--- config.mk ---
export PLATFORM = sky130hd
export DESIGN_NAME = dma_mem_tester_flat
export DESIGN_NICKNAME = d
export VERILOG_FILES = /design/src/rtl/dma_mem_tester_if.sv /design/src/rtl/dma_mem_tester.sv /design/src/flat_wrapper.sv
export SDC_FILE = /design/constraint.sdc
export NUM_CORES = 1
export LEC_CHECK = 0
export CAP_MARGIN = 20
export CORE_MARGIN = 2
export CORE_UTILIZATION = 36
export DETAILED_ROUTE_END_ITERATION = 8
export GPL_ROUTABILITY_DRIVEN = 1
export PLACE_DENSITY = 0.78
export SKIP_CTS_REPAIR_TIMING = 1
export SLEW_MARGIN = 20
export SYNTH_ARGS = -nofsm -noshare
export SYNTH_HDL_FRONTEND = slang
export SYNTH_SLANG_ARGS = --single-unit
--- constraint.sdc ---
create_clock -name clk_i -period 3.3 [get_ports clk_i]
set_clock_uncertainty 0.1 [all_clocks]
set_input_delay 0.66 -clock clk_i [delete_from_list [all_inputs] [get_ports clk_i]]
set_output_delay 0.66 -clock clk_i [all_outputs]
set_load 0.005 [all_outputs]
--- src/rtl/dma_mem_tester_if.sv ---
// bsg_cache-style DMA channels between an initiator (master) and the memory wrapper (slave).
// Packet channel, write-data channel and read-data channel.
interface dma_mem_tester_if #(
  parameter int addr_width_p = 28,
  parameter int data_width_p = 64
);
  logic [addr_width_p:0]   dma_pkt;
  logic                    dma_pkt_v;
  logic                    dma_pkt_yumi;
  logic [data_width_p-1:0] dma_data_out;
  logic                    dma_data_out_v;
  logic                    dma_data_out_yumi;
  logic [data_width_p-1:0] dma_data_in;
  logic                    dma_data_in_v;
  logic                    dma_data_in_ready_and;

  modport master (
    output dma_pkt,
    output dma_pkt_v,
    input  dma_pkt_yumi,
    output dma_data_out,
    output dma_data_out_v,
    input  dma_data_out_yumi,
    input  dma_data_in,
    input  dma_data_in_v,
    output dma_data_in_ready_and
  );

  modport slave (
    input  dma_pkt,
    input  dma_pkt_v,
    output dma_pkt_yumi,
    input  dma_data_out,
    input  dma_data_out_v,
    output dma_data_out_yumi,
    output dma_data_in,
    output dma_data_in_v,
    input  dma_data_in_ready_and
  );
endinterface

--- src/rtl/dma_mem_tester.sv ---
// DMA built-in self-test: writes num_blocks_p blocks with a seeded pattern through the
// bsg_cache DMA channels, reads them back, and reports error count and first failing address.
module dma_mem_tester #(
  parameter int addr_width_p  = 28,
  parameter int data_width_p  = 64,
  parameter int block_beats_p = 8,
  parameter int num_blocks_p  = 16,
  parameter int base_addr_p   = 'h100
) (
  input  logic                    clk_i,
  input  logic                    reset_i,
  input  logic                    start_i,
  input  logic                    calib_done_i,
  input  logic [31:0]             seed_i,
  dma_mem_tester_if.master        dma,
  output logic                    busy_o,
  output logic                    done_o,
  output logic                    pass_o,
  output logic [15:0]             error_count_o,
  output logic [addr_width_p-1:0] first_err_addr_o
);

  localparam int blk_w_lp       = (num_blocks_p  > 1) ? $clog2(num_blocks_p)  : 1;
  localparam int beat_w_lp      = (block_beats_p > 1) ? $clog2(block_beats_p) : 1;
  localparam int beat_bytes_lp  = data_width_p / 8;
  localparam int block_bytes_lp = block_beats_p * beat_bytes_lp;

  localparam logic [blk_w_lp-1:0]  last_blk_lp  = blk_w_lp'(num_blocks_p - 1);
  localparam logic [beat_w_lp-1:0] last_beat_lp = beat_w_lp'(block_beats_p - 1);

  typedef enum logic [2:0] {
    IDLE,
    WAIT_CALIB,
    WR_PKT,
    WR_DATA,
    RD_PKT,
    RD_DATA,
    DONE
  } state_t;

  state_t state_r, state_n;

  logic [blk_w_lp-1:0]     blk_r;
  logic [beat_w_lp-1:0]    beat_r;
  logic [31:0]             seed_r;
  logic [15:0]             err_r;
  logic [addr_width_p-1:0] first_r;

  logic                    start_accept;
  logic                    pkt_v;
  logic                    pkt_write;
  logic                    wdata_v;
  logic                    rdata_ready;
  logic                    wr_xfer;
  logic                    rd_xfer;
  logic                    beat_xfer;
  logic                    last_beat;
  logic                    last_blk;
  logic                    rd_mismatch;
  logic [data_width_p-1:0] pattern;
  logic [addr_width_p-1:0] blk_addr;
  logic [addr_width_p-1:0] beat_addr;

  // Blocks are laid out contiguously from base_addr_p; the sum wraps silently at addr_width_p.
  assign blk_addr  = addr_width_p'(base_addr_p)
                   + addr_width_p'(blk_r) * addr_width_p'(block_bytes_lp);
  assign beat_addr = blk_addr + addr_width_p'(beat_r) * addr_width_p'(beat_bytes_lp);

  assign pattern     = data_width_p'({16'(blk_r), 16'(beat_r), seed_r ^ 32'hDEADBEEF});
  assign last_beat   = (beat_r == last_beat_lp);
  assign last_blk    = (blk_r == last_blk_lp);

  assign wr_xfer     = wdata_v & dma.dma_data_out_yumi;
  assign rd_xfer     = rdata_ready & dma.dma_data_in_v;
  assign beat_xfer   = wr_xfer | rd_xfer;
  assign rd_mismatch = (dma.dma_data_in != pattern);

  always_ff @(posedge clk_i) begin
    if (reset_i) begin
      state_r <= IDLE;
      blk_r   <= '0;
      beat_r  <= '0;
      seed_r  <= '0;
      err_r   <= '0;
      first_r <= '0;
    end else begin
      state_r <= state_n;

      if (start_accept) begin
        seed_r  <= seed_i;
        err_r   <= '0;
        first_r <= '0;
        blk_r   <= '0;
        beat_r  <= '0;
      end

      // The block counter wraps after the write pass so the read pass restarts at block 0.
      if (beat_xfer) begin
        if (last_beat) begin
          beat_r <= '0;
          blk_r  <= last_blk ? '0 : blk_r + blk_w_lp'(1);
        end else begin
          beat_r <= beat_r + beat_w_lp'(1);
        end
      end

      if (rd_xfer && rd_mismatch) begin
        if (err_r != 16'hFFFF) begin
          err_r <= err_r + 16'd1;
        end
        if (err_r == 16'd0) begin
          first_r <= beat_addr;
        end
      end
    end
  end

  always_comb begin
    state_n      = state_r;
    start_accept = 1'b0;
    pkt_v        = 1'b0;
    pkt_write    = 1'b0;
    wdata_v      = 1'b0;
    rdata_ready  = 1'b0;

    unique case (state_r)
      IDLE, DONE: begin
        if (start_i) begin
          state_n      = WAIT_CALIB;
          start_accept = 1'b1;
        end
      end

      WAIT_CALIB: begin
        if (calib_done_i) begin
          state_n = WR_PKT;
        end
      end

      WR_PKT: begin
        pkt_v     = 1'b1;
        pkt_write = 1'b1;
        if (dma.dma_pkt_yumi) begin
          state_n = WR_DATA;
        end
      end

      WR_DATA: begin
        wdata_v = 1'b1;
        if (dma.dma_data_out_yumi && last_beat) begin
          state_n = last_blk ? RD_PKT : WR_PKT;
        end
      end

      RD_PKT: begin
        pkt_v = 1'b1;
        if (dma.dma_pkt_yumi) begin
          state_n = RD_DATA;
        end
      end

      RD_DATA: begin
        rdata_ready = 1'b1;
        if (dma.dma_data_in_v && last_beat) begin
          state_n = last_blk ? DONE : RD_PKT;
        end
      end

      default: begin
        state_n = IDLE;
      end
    endcase
  end

  // Payloads are forced to zero while their valid is low so idle outputs read as 0.
  assign dma.dma_pkt               = pkt_v   ? {pkt_write, blk_addr} : '0;
  assign dma.dma_pkt_v             = pkt_v;
  assign dma.dma_data_out          = wdata_v ? pattern : '0;
  assign dma.dma_data_out_v        = wdata_v;
  assign dma.dma_data_in_ready_and = rdata_ready;

  assign busy_o           = (state_r != IDLE) && (state_r != DONE);
  assign done_o           = (state_r == DONE);
  assign pass_o           = (state_r == DONE) && (err_r == 16'd0);
  assign error_count_o    = err_r;
  assign first_err_addr_o = first_r;

endmodule

--- src/flat_wrapper.sv ---
// flat-port wrapper written by rule: the top's interface ports become plain ports
module dma_mem_tester_flat 
#(
  parameter int addr_width_p  = 28,
  parameter int data_width_p  = 64,
  parameter int block_beats_p = 8,
  parameter int num_blocks_p  = 16,
  parameter int base_addr_p   = 'h100
)
  (clk_i, reset_i, start_i, calib_done_i, seed_i, busy_o, done_o, pass_o, error_count_o, first_err_addr_o, dma_dma_pkt, dma_dma_pkt_v, dma_dma_pkt_yumi, dma_dma_data_out, dma_dma_data_out_v, dma_dma_data_out_yumi, dma_dma_data_in, dma_dma_data_in_v, dma_dma_data_in_ready_and);
  dma_mem_tester_if #(.addr_width_p(addr_width_p), .data_width_p(data_width_p)) dma_i ();
  input  logic clk_i;
  input  logic reset_i;
  input  logic start_i;
  input  logic calib_done_i;
  input  logic [31:0] seed_i;
  output logic busy_o;
  output logic done_o;
  output logic pass_o;
  output logic [15:0] error_count_o;
  output logic [addr_width_p-1:0] first_err_addr_o;
  output wire logic [$bits(dma_i.dma_pkt)-1:0] dma_dma_pkt;
  output wire logic [$bits(dma_i.dma_pkt_v)-1:0] dma_dma_pkt_v;
  input wire logic [$bits(dma_i.dma_pkt_yumi)-1:0] dma_dma_pkt_yumi;
  output wire logic [$bits(dma_i.dma_data_out)-1:0] dma_dma_data_out;
  output wire logic [$bits(dma_i.dma_data_out_v)-1:0] dma_dma_data_out_v;
  input wire logic [$bits(dma_i.dma_data_out_yumi)-1:0] dma_dma_data_out_yumi;
  input wire logic [$bits(dma_i.dma_data_in)-1:0] dma_dma_data_in;
  input wire logic [$bits(dma_i.dma_data_in_v)-1:0] dma_dma_data_in_v;
  output wire logic [$bits(dma_i.dma_data_in_ready_and)-1:0] dma_dma_data_in_ready_and;
  assign dma_dma_pkt = dma_i.dma_pkt;
  assign dma_dma_pkt_v = dma_i.dma_pkt_v;
  assign dma_i.dma_pkt_yumi = dma_dma_pkt_yumi;
  assign dma_dma_data_out = dma_i.dma_data_out;
  assign dma_dma_data_out_v = dma_i.dma_data_out_v;
  assign dma_i.dma_data_out_yumi = dma_dma_data_out_yumi;
  assign dma_i.dma_data_in = dma_dma_data_in;
  assign dma_i.dma_data_in_v = dma_dma_data_in_v;
  assign dma_dma_data_in_ready_and = dma_i.dma_data_in_ready_and;
  dma_mem_tester #(.addr_width_p(addr_width_p), .data_width_p(data_width_p), .block_beats_p(block_beats_p), .num_blocks_p(num_blocks_p), .base_addr_p(base_addr_p)) u_core (.clk_i(clk_i), .reset_i(reset_i), .start_i(start_i), .calib_done_i(calib_done_i), .seed_i(seed_i), .dma(dma_i), .busy_o(busy_o), .done_o(done_o), .pass_o(pass_o), .error_count_o(error_count_o), .first_err_addr_o(first_err_addr_o));
endmodule
==> results of run 1 <==
==> cells in the final DEF, fill, tap and decap left out, drive strengths merged, types with 6 or more instances in the layout <==
master,n
xnor2,14
clkdlybuf4s50,192
conb,48
xor2,22
dfxtp,86
nand3,17
or2,6
o21ai,14
mux2i,13
buf,20
nor4,11
nor2,50
nand2,95
ha,6
a21oi,40
inv,18
and2,42
clkbuf,14
nor3,9
nand4,11
==> logic make-up (layout without fill, tap and decap cells) <==
logic type	count (synthesis)	after routing	share of synthesized area [%]
compound gates	92	92	13.00
buf+inv	89	249	11.57
mux	13	13	2.811
fa+ha+maj	6	6	1.622
simple gates	258	259	26.92
xor+xnor	36	36	6.811
other cells	1	48	0.08100
flops	86	86	37.19
==> layout make-up <==
type / count / area, µm²
clock inverter: 7 / 71.32
clock buffer: 9 / 225.2
sequential: 86 / 1722
multi-input combinational: 454 / 2620
timing repair buffer: 219 / 2220
tap: 172 / 215.2
fill: 1187 / 5443
inverter: 14 / 52.55
==> synth_stat cells (all sizes together) (3+ instances only) <==
cell type,instances,area [µm²]
o22ai,3,18.77
or2,6,37.54
a221o,5,50.05
o211ai,3,22.52
nor2,49,191.4
inv,12,45.05
xnor2,14,122.6
or4,3,22.52
ha,6,75.07
mux2i,13,130.1
buf,57,415.4
nor4,11,68.82
clkbuf,18,67.56
and2,42,262.8
xor2,22,192.7
a21o,4,30.03
a32o,4,40.04
nand4,11,68.82
nand2,95,356.6
o21ai,14,73.82
or3,3,18.77
nand3,17,85.08
nor3,9,45.04
a21oi,40,200.2
dfxtp,86,1722
==> per-layer routing <==
layer	wire length, µm	global-route usage (%)	share of wire (%)	vias up
met5	0	0	0	-
met4	171	6.250	1.1	0
met3	1019	4.329	6.8	15
met2	7279	33.33	49	181
met1	6412	26.04	43	2106
li1	-	-	-	2291
==> stage by stage <==
step           cells  setup slack [ns]
2_1_floorplan    628           0.04281
3_3_place_gp     938           -0.5300
3_5_place_dp     938           -0.5185
4_1_cts          954           -0.1888
5_1_grt          961           -0.1690
6_report         961           -0.1025
==> registers in the layout, summed over array words and instances, names as in the netlist <==
name / cells
u_core.seed_r: 32
u_core.first_err_addr_o: 28
u_core.beat_r: 3
u_core.error_count_o: 16
u_core.blk_r: 4
u_core.state_r: 3
==> power by group through the flow <==
stage,combinational (µW),sequential (µW),clock [µW]
2_1_floorplan,224,1120,0
3_3_place_gp,389,1130,0
3_5_place_dp,391,1130,0
4_1_cts,393,1110,1050
5_1_grt,440,1110,1080
6_report,403,1110,1020
==> critical path: stages <==
cell and delay, ns:
clkbuf_2 0.07, or4_1 0.51, a2111o_1 0.35, or4_4 0.51
or4_4 0.57, o21ai_4 0.30, buf_12 0.17, nor2_4 0.05
a221o_1 0.33
==> how the worst max path moves through the flow <==
stage	slack [ns]	start	endpoint
after floorplan	0.04	dma_dma_data_in[52]	u_core.error_count_o[4]
after global placement	-0.53	dma_dma_data_in[52]	u_core.error_count_o[8]
after detailed placement	-0.52	dma_dma_data_in[52]	u_core.error_count_o[8]
after CTS	-0.19	dma_dma_data_in[52]	u_core.error_count_o[6]
after global routing	-0.17	dma_dma_data_in[57]	u_core.first_err_addr_o[14]
final	-0.10	dma_dma_data_in[57]	u_core.error_count_o[7]
==> flow_summary.ini, run 1 <==
[routing]
drc = 0
ant_nets = 0
routed_wl_um = 14880
drtPass1Iterations = 5
vias = 4593
drtIter0Drc = 268
via_per_inst = 4.779
wl_per_cell_um = 15.49

[global_routing]
grt_pass1_vias = 4307
grt_pass1_wl_um = 22450
antenna_found_initial = 1
grt_usage_pct = 20.07
overflow = 0
grt_max_degree = 38

[cts]
cts_root_buf = clkbuf_16
clock-sinks = 86
clkTransAtPathRegs_ns = 0.07
cts_buffers = 9
cts_tree = yes
cts_max_level = 3
clk_latency_ns = 0.34
clock_path_buffers = 2

[sta]
rsz0062_at_grt = true
finalWorstSetupSlack_ns = -0.1025
worst_pin_slew_ns = 0.6215
min_period_ns = 3.402
maxSlewHeadroom_pct = 58.41
hold_ws_ns = 0.3618
period_share_pct = 103.1
setup_viol = 43
setup-tns-final_ns = -3.013
final_max_slew_viol_count = 0
max_clock_freq_mhz = 293.9
finalHoldViolations = 0

[pwr]
irDropWorstVdd_uv = 329.1
power_switching_uw = 697.5
seqPwrFrac_pct = 43.8
comb_power_share_pct = 15.9
p_leak_uw = 0.002857
power.total_uw = 2525
powerDensity_nw_per_um2 = 354.4
p_clk_share_pct = 40.2
switching_share_pct = 27.62
intPower_uw = 1828

[die]
die_w_um = 117.4
std_cell_rows = 41
die_area_um2 = 13780
die_h_um = 117.4
start_util_pct = 36.83
coreArea_um2 = 12570
io_pins = 246

[run_status]
violations = setup timing
status = complete, but fails checks

[critical_path]
r2r_start = u_core.beat_r[2]
cp-end-kind = register
worstRegToRegCells = 8
crit_fanout = 6
rrSetupSlack_ns = 0.30
crit_required_ns = 3.43
cp.arrival_ns = 3.53
r2r_end = u_core.error_count_o[7]
path_class = in2reg
startpoint_type = input pin

[min_path]
hold_end = u_core.first_err_addr_o[20]
min_from = u_core.first_err_addr_o[20]
min_path_cells = 1
min_path_type = reg2reg

[run]
maxCapViolations = 0

[layout]
fin_area_um2 = 7126
syn2layout_area_growth_pct = 53.92
nets = 893
drive_gt1_share_pct = 7.351
n_antenna_cell = 0
utilization_pct = 56.69

[place]
dp_hpwl_um = 10720
gp_congestion = 0.8838
io_buffer_count = 197
placed_area_um2 = 6650

[synthesis]
yosysWarningCount = 0
syn_area_um2 = 4629
ys_types = 56
synth-main-ff-cell = dfxtp_1
synth.avg_cell_area_um2 = 7.968
synth_edf_count = 0
ys_async_sr_fraction_pct = 0
synth_seq_cells = 86
postSynthCellCount = 581
ys_seq_area_share_pct = 37.19
(Power assumes the default switching activity.)
==> run 2: changes to the inputs <==
- CELL_PAD_IN_SITES_DETAIL_PLACEMENT: unset -> 1
- CELL_PAD_IN_SITES_GLOBAL_PLACEMENT: unset -> 2
- CORE_ASPECT_RATIO: unset -> 1.1
- CORE_UTILIZATION: 36 -> 19
- PLACE_DENSITY: 0.78 -> unset
- PLACE_DENSITY_LB_ADDON: unset -> 0.1
==> flow_summary.ini, run 2 (same netlist as run 1, synthesis figures left out) <==
[run_status]
status = complete, but fails checks
violations = setup timing

[global_routing]
grt_pass1_vias = 5135
overflow = 0
grt_max_degree = 38
grt_usage_pct = 14.88
grt_pass1_wl_um = 29640
antenna_found_initial = 2

[layout]
largest_register_ffs = 32
drive_gt1_share_pct = 10.09
syn2layout_area_growth_pct = 60.86
fin_area_um2 = 7447
final_common_cell = clkdlybuf4s50_1
top_register = u_core.seed_r
layout_common_cells = clkdlybuf4s50_1 (192), nand2_1 (94), dfxtp_1 (86), conb_1 (48), nor2_1 (47)
nets = 897

[routing]
drc = 0
drtIter0Drc = 118
vias = 4738
via_per_inst = 4.307
wl_per_cell_um = 18.07
drtPass1Iterations = 6
routed_wl_um = 19870
ant_nets = 0

[sta]
setup_viol = 31
period_share_pct = 103.9
worst_pin_slew_ns = 0.5928
finalWorstSetupSlack_ns = -0.1297
setup-tns-final_ns = -0.9564
max_clock_freq_mhz = 291.6
final_max_slew_viol_count = 0
min_period_ns = 3.430
rsz0062_at_grt = true
maxSlewHeadroom_pct = 60.24
hold_ws_ns = 0.3613
finalHoldViolations = 0

[cts]
cts_root_buf = clkbuf_16
clkTransAtPathRegs_ns = 0.07
cts_buffers = 9
clock_path_buffers = 2
clock-sinks = 86
clk_latency_ns = 0.35
cts_tree = yes
cts_max_level = 3

[run]
maxCapViolations = 0

[die]
die_area_um2 = 25630
die_w_um = 152.8
start_util_pct = 19.48
die_h_um = 167.7
std_cell_rows = 59
io_pins = 246
coreArea_um2 = 23770

[pwr]
irDropWorstVdd_uv = 218.1
powerDensity_nw_per_um2 = 353.9
p_leak_uw = 0.002911

[place]
placed_area_um2 = 6834
io_buffer_count = 197
gp_congestion = 0.7872
dp_hpwl_um = 14860

[critical_path]
startpoint_type = input pin
crit_required_ns = 3.44
cp.arrival_ns = 3.57
path_class = in2reg
cp-end-kind = register
crit_fanout = 6

[min_path]
min_path_type = reg2reg
==> run 2: cell count changes in the layout (fill, tap and decap cells not counted), sizes merged, moves of 2 or more <==
cell      delta
buf          +4
clkinvlp     +3
inv          -3
diode        +2
==> run 2: stage by stage <==
| stage | setup slack, ns | instances | utilization [%] | total power [µW] |
|---|---|---|---|---|
| after global routing | -0.2079 | 1098 | 31.31 | 2769 |
| after CTS | -0.2029 | 1089 | 30.03 | 2664 |
| final | -0.1297 | 1100 | 31.33 | 2636 |
| after floorplan | 0.04281 | 628 | - | 1340 |
| after detailed placement | -0.5777 | 1073 | 28.75 | 1555 |
| after global placement | -0.5415 | 1073 | 28.75 | 1547 |
==> run 2: report_power, final <==
part / total [µW] / leakage, µW / switching [µW] / internal (µW)
logic: 439 / 0.00207 / 211 / 228
clock network: 1090 / 0.000139 / 498 / 596
registers: 1100 / 0.000698 / 33.0 / 1070
==> run 2: worst max-delay path, stage by stage <==
cell	delay (ns)
clkbuf_2	0.08
or4_4	0.52
a2111o_1	0.35
or4_1	0.50
or4_4	0.56
o21ai_4	0.22
buf_12	0.14
clkbuf_16	0.14
buf_8	0.11
nor3_1	0.04
a221o_1	0.26
==> run 2: routing by layer <==
layer / routed length, µm / vias up / part of all wire, % / GRT usage (%)
met5: 13 / - / 0.065 / 0
li1: - / 2296 / - / -
met3: 1694 / 16 / 8.5 / 5.694
met4: 269 / 2 / 1.4 / 3.905
met1: 8139 / 2266 / 41 / 16.65
met2: 9756 / 158 / 49 / 26.48
==> run 2: final cells by class <==
| type | count | area, µm² |
|---|---|---|
| Inverter | 14 | 52.55 |
| Fill cell | 2783 | 16320 |
| Timing Repair Buffer | 224 | 2302 |
| Antenna cell | 2 | 5.005 |
| Sequential cell | 86 | 1722 |
| Tap cell | 305 | 381.6 |
| Clock inverter | 7 | 78.83 |
| Clock buffer | 9 | 225.2 |
| Multi-Input combinational cell | 453 | 2680 |
==> run 2: worst paths after layout <==
kind,cells after the start,end,slack (ns),startpoint
max,11,u_core.error_count_o[8],-0.13,dma_dma_data_in[54]
min,1,u_core.first_err_addr_o[13],0.36,u_core.first_err_addr_o[13]
max reg2reg,10,u_core.error_count_o[8],0.27,u_core.beat_r[2]
min reg2reg,1,u_core.first_err_addr_o[13],0.36,u_core.first_err_addr_o[13]
==> run 3: changes to the inputs <==
- CORE_ASPECT_RATIO: 1.1 -> 1.5
==> flow_summary.ini, run 3 (same netlist as run 1, synthesis figures left out) <==
[critical_path]
crit_required_ns = 3.50
cp.arrival_ns = 3.59
path_class = in2reg
max_stage_delay_ns = 0.56
cp-end-kind = register
crit_buf_inv = 4
startpoint_type = input pin
crit_fanout = 10
cp_slowest_cell = or4_4
cp_top_family = simple AND/OR/NAND/NOR gates
cpMostUsedCell = or4_4
crit_chain = clkbuf_2 > or4_4 > a2111o_1 > or4_1 > or4_4 > o21ai_4 > buf_4 > buf_12 > o21a_4 > clkbuf_16 > and2_1

[layout]
fin_area_um2 = 7303
layout.cells.non_filler = 1114
fillers = 2914
nets = 893
syn2layout_area_growth_pct = 57.76
drive_gt1_share_pct = 7.098
final_common_cell = clkdlybuf4s50_1
layout_common_cells = clkdlybuf4s50_1 (192), nand2_1 (94), dfxtp_1 (86), nor2_1 (48), conb_1 (48)
top_register = u_core.seed_r
largest_register_ffs = 32
utilization_pct = 30.21

[sta]
finalWorstSetupSlack_ns = -0.09500
period_share_pct = 102.9
maxSlewHeadroom_pct = 57.88
hold_ws_ns = 0.3671
rsz0062_at_grt = true
setup_viol = 42
worst_pin_slew_ns = 0.6295
min_period_ns = 3.395
finalHoldViolations = 0
max_clock_freq_mhz = 294.6
final_max_slew_viol_count = 0

[cts]
clkTransAtPathRegs_ns = 0.06
cts_buffers = 9
clock-sinks = 86
cts_max_level = 3
cts_tree = yes
clock_path_buffers = 2
cts_root_buf = clkbuf_16
clk_latency_ns = 0.36

[pwr]
p_leak_uw = 0.002846
irDropWorstVdd_uv = 197.9
powerDensity_nw_per_um2 = 364.0

[place]
dp.cells = 1091
io_buffer_count = 197
post-place-ws_ns = -0.6032
gp_congestion = 0.8238
dp_hpwl_um = 15110
placed_area_um2 = 6852

[min_path]
min_path_type = reg2reg

[global_routing]
grt_usage_pct = 15.01
grt_max_degree = 38
antenna_found_initial = 4
grt_pass1_wl_um = 29510
overflow = 0
grt_pass1_vias = 5116

[die]
io_pins = 246
start_util_pct = 19.15
die_h_um = 195.2
coreArea_um2 = 24170
die_area_um2 = 25660
die_w_um = 131.5
std_cell_rows = 70

[routing]
drtPass1Iterations = 4
drtIter0Drc = 169
wl_per_cell_um = 17.88
routed_wl_um = 19920
ant_nets = 0
drc = 0
vias = 4702
via_per_inst = 4.221

[run_status]
violations = setup timing
status = complete, but fails checks

[run]
maxCapViolations = 0
-- run 3: cell types whose count changed in the layout (fill, tap and decap cells not counted), moves of 3 or more --
cell,delta
and2_4,-11
buf_8,-3
and2_1,+9
inv_6,-3
-- run 3: area by class of cell --
class / count / area, µm² / area share [%]
diodes: 1 / 2.502 / 0.03426
clock inverters: 6 / 86.33 / 1.182
repair buffers: 220 / 2220 / 30.39
well taps: 324 / 405.4 / 5.551
clock buffers: 10 / 229.0 / 3.135
flip-flops and latches: 86 / 1722 / 23.57
multi-input cells: 453 / 2586 / 35.41
inverters: 14 / 52.55 / 0.7195
-- run 3: worst paths after layout --
path	from	end	depth (start not counted)	slack, ns
max reg2reg	u_core.beat_r[2]	u_core.first_err_addr_o[17]	10	0.32
min reg2reg	u_core.first_err_addr_o[21]	u_core.first_err_addr_o[21]	1	0.37
max	dma_dma_data_in[57]	u_core.first_err_addr_o[17]	11	-0.1
min	u_core.first_err_addr_o[21]	u_core.first_err_addr_o[21]	1	0.37
-- run 3: per-stage QoR --
step                power (µW)  TNS [ns]
finish                    2658    -3.010
global route              2797    -5.466
CTS                       2716    -7.600
detailed placement        1561    -24.53
global placement          1552    -22.91
floorplan                 1340         0
-- run 3: power breakdown --
group	internal [µW]	total (µW)	switching, µW
sequential	1070	1110	37.9
combinational	222	430	208
clock	663	1120	457
-- run 3: routing by layer --
metal / share of wire, % / GRT usage (%)
met1: 38 / 15.90
met2: 52 / 26.90
met4: 2.0 / 5.113
met5: 0.15 / 0
met3: 8.0 / 6.075
-- run 3: worst register-to-register path: stages, from the launching register on --
cell and delay [ns]:
dfxtp_1 0.36, inv_1 0.12, a2111o_1 0.38, or4_1 0.52, or4_4 0.56, o21ai_4 0.17
buf_4 0.14, buf_12 0.12, o21a_4 0.18, clkbuf_16 0.17, and2_1 0.12
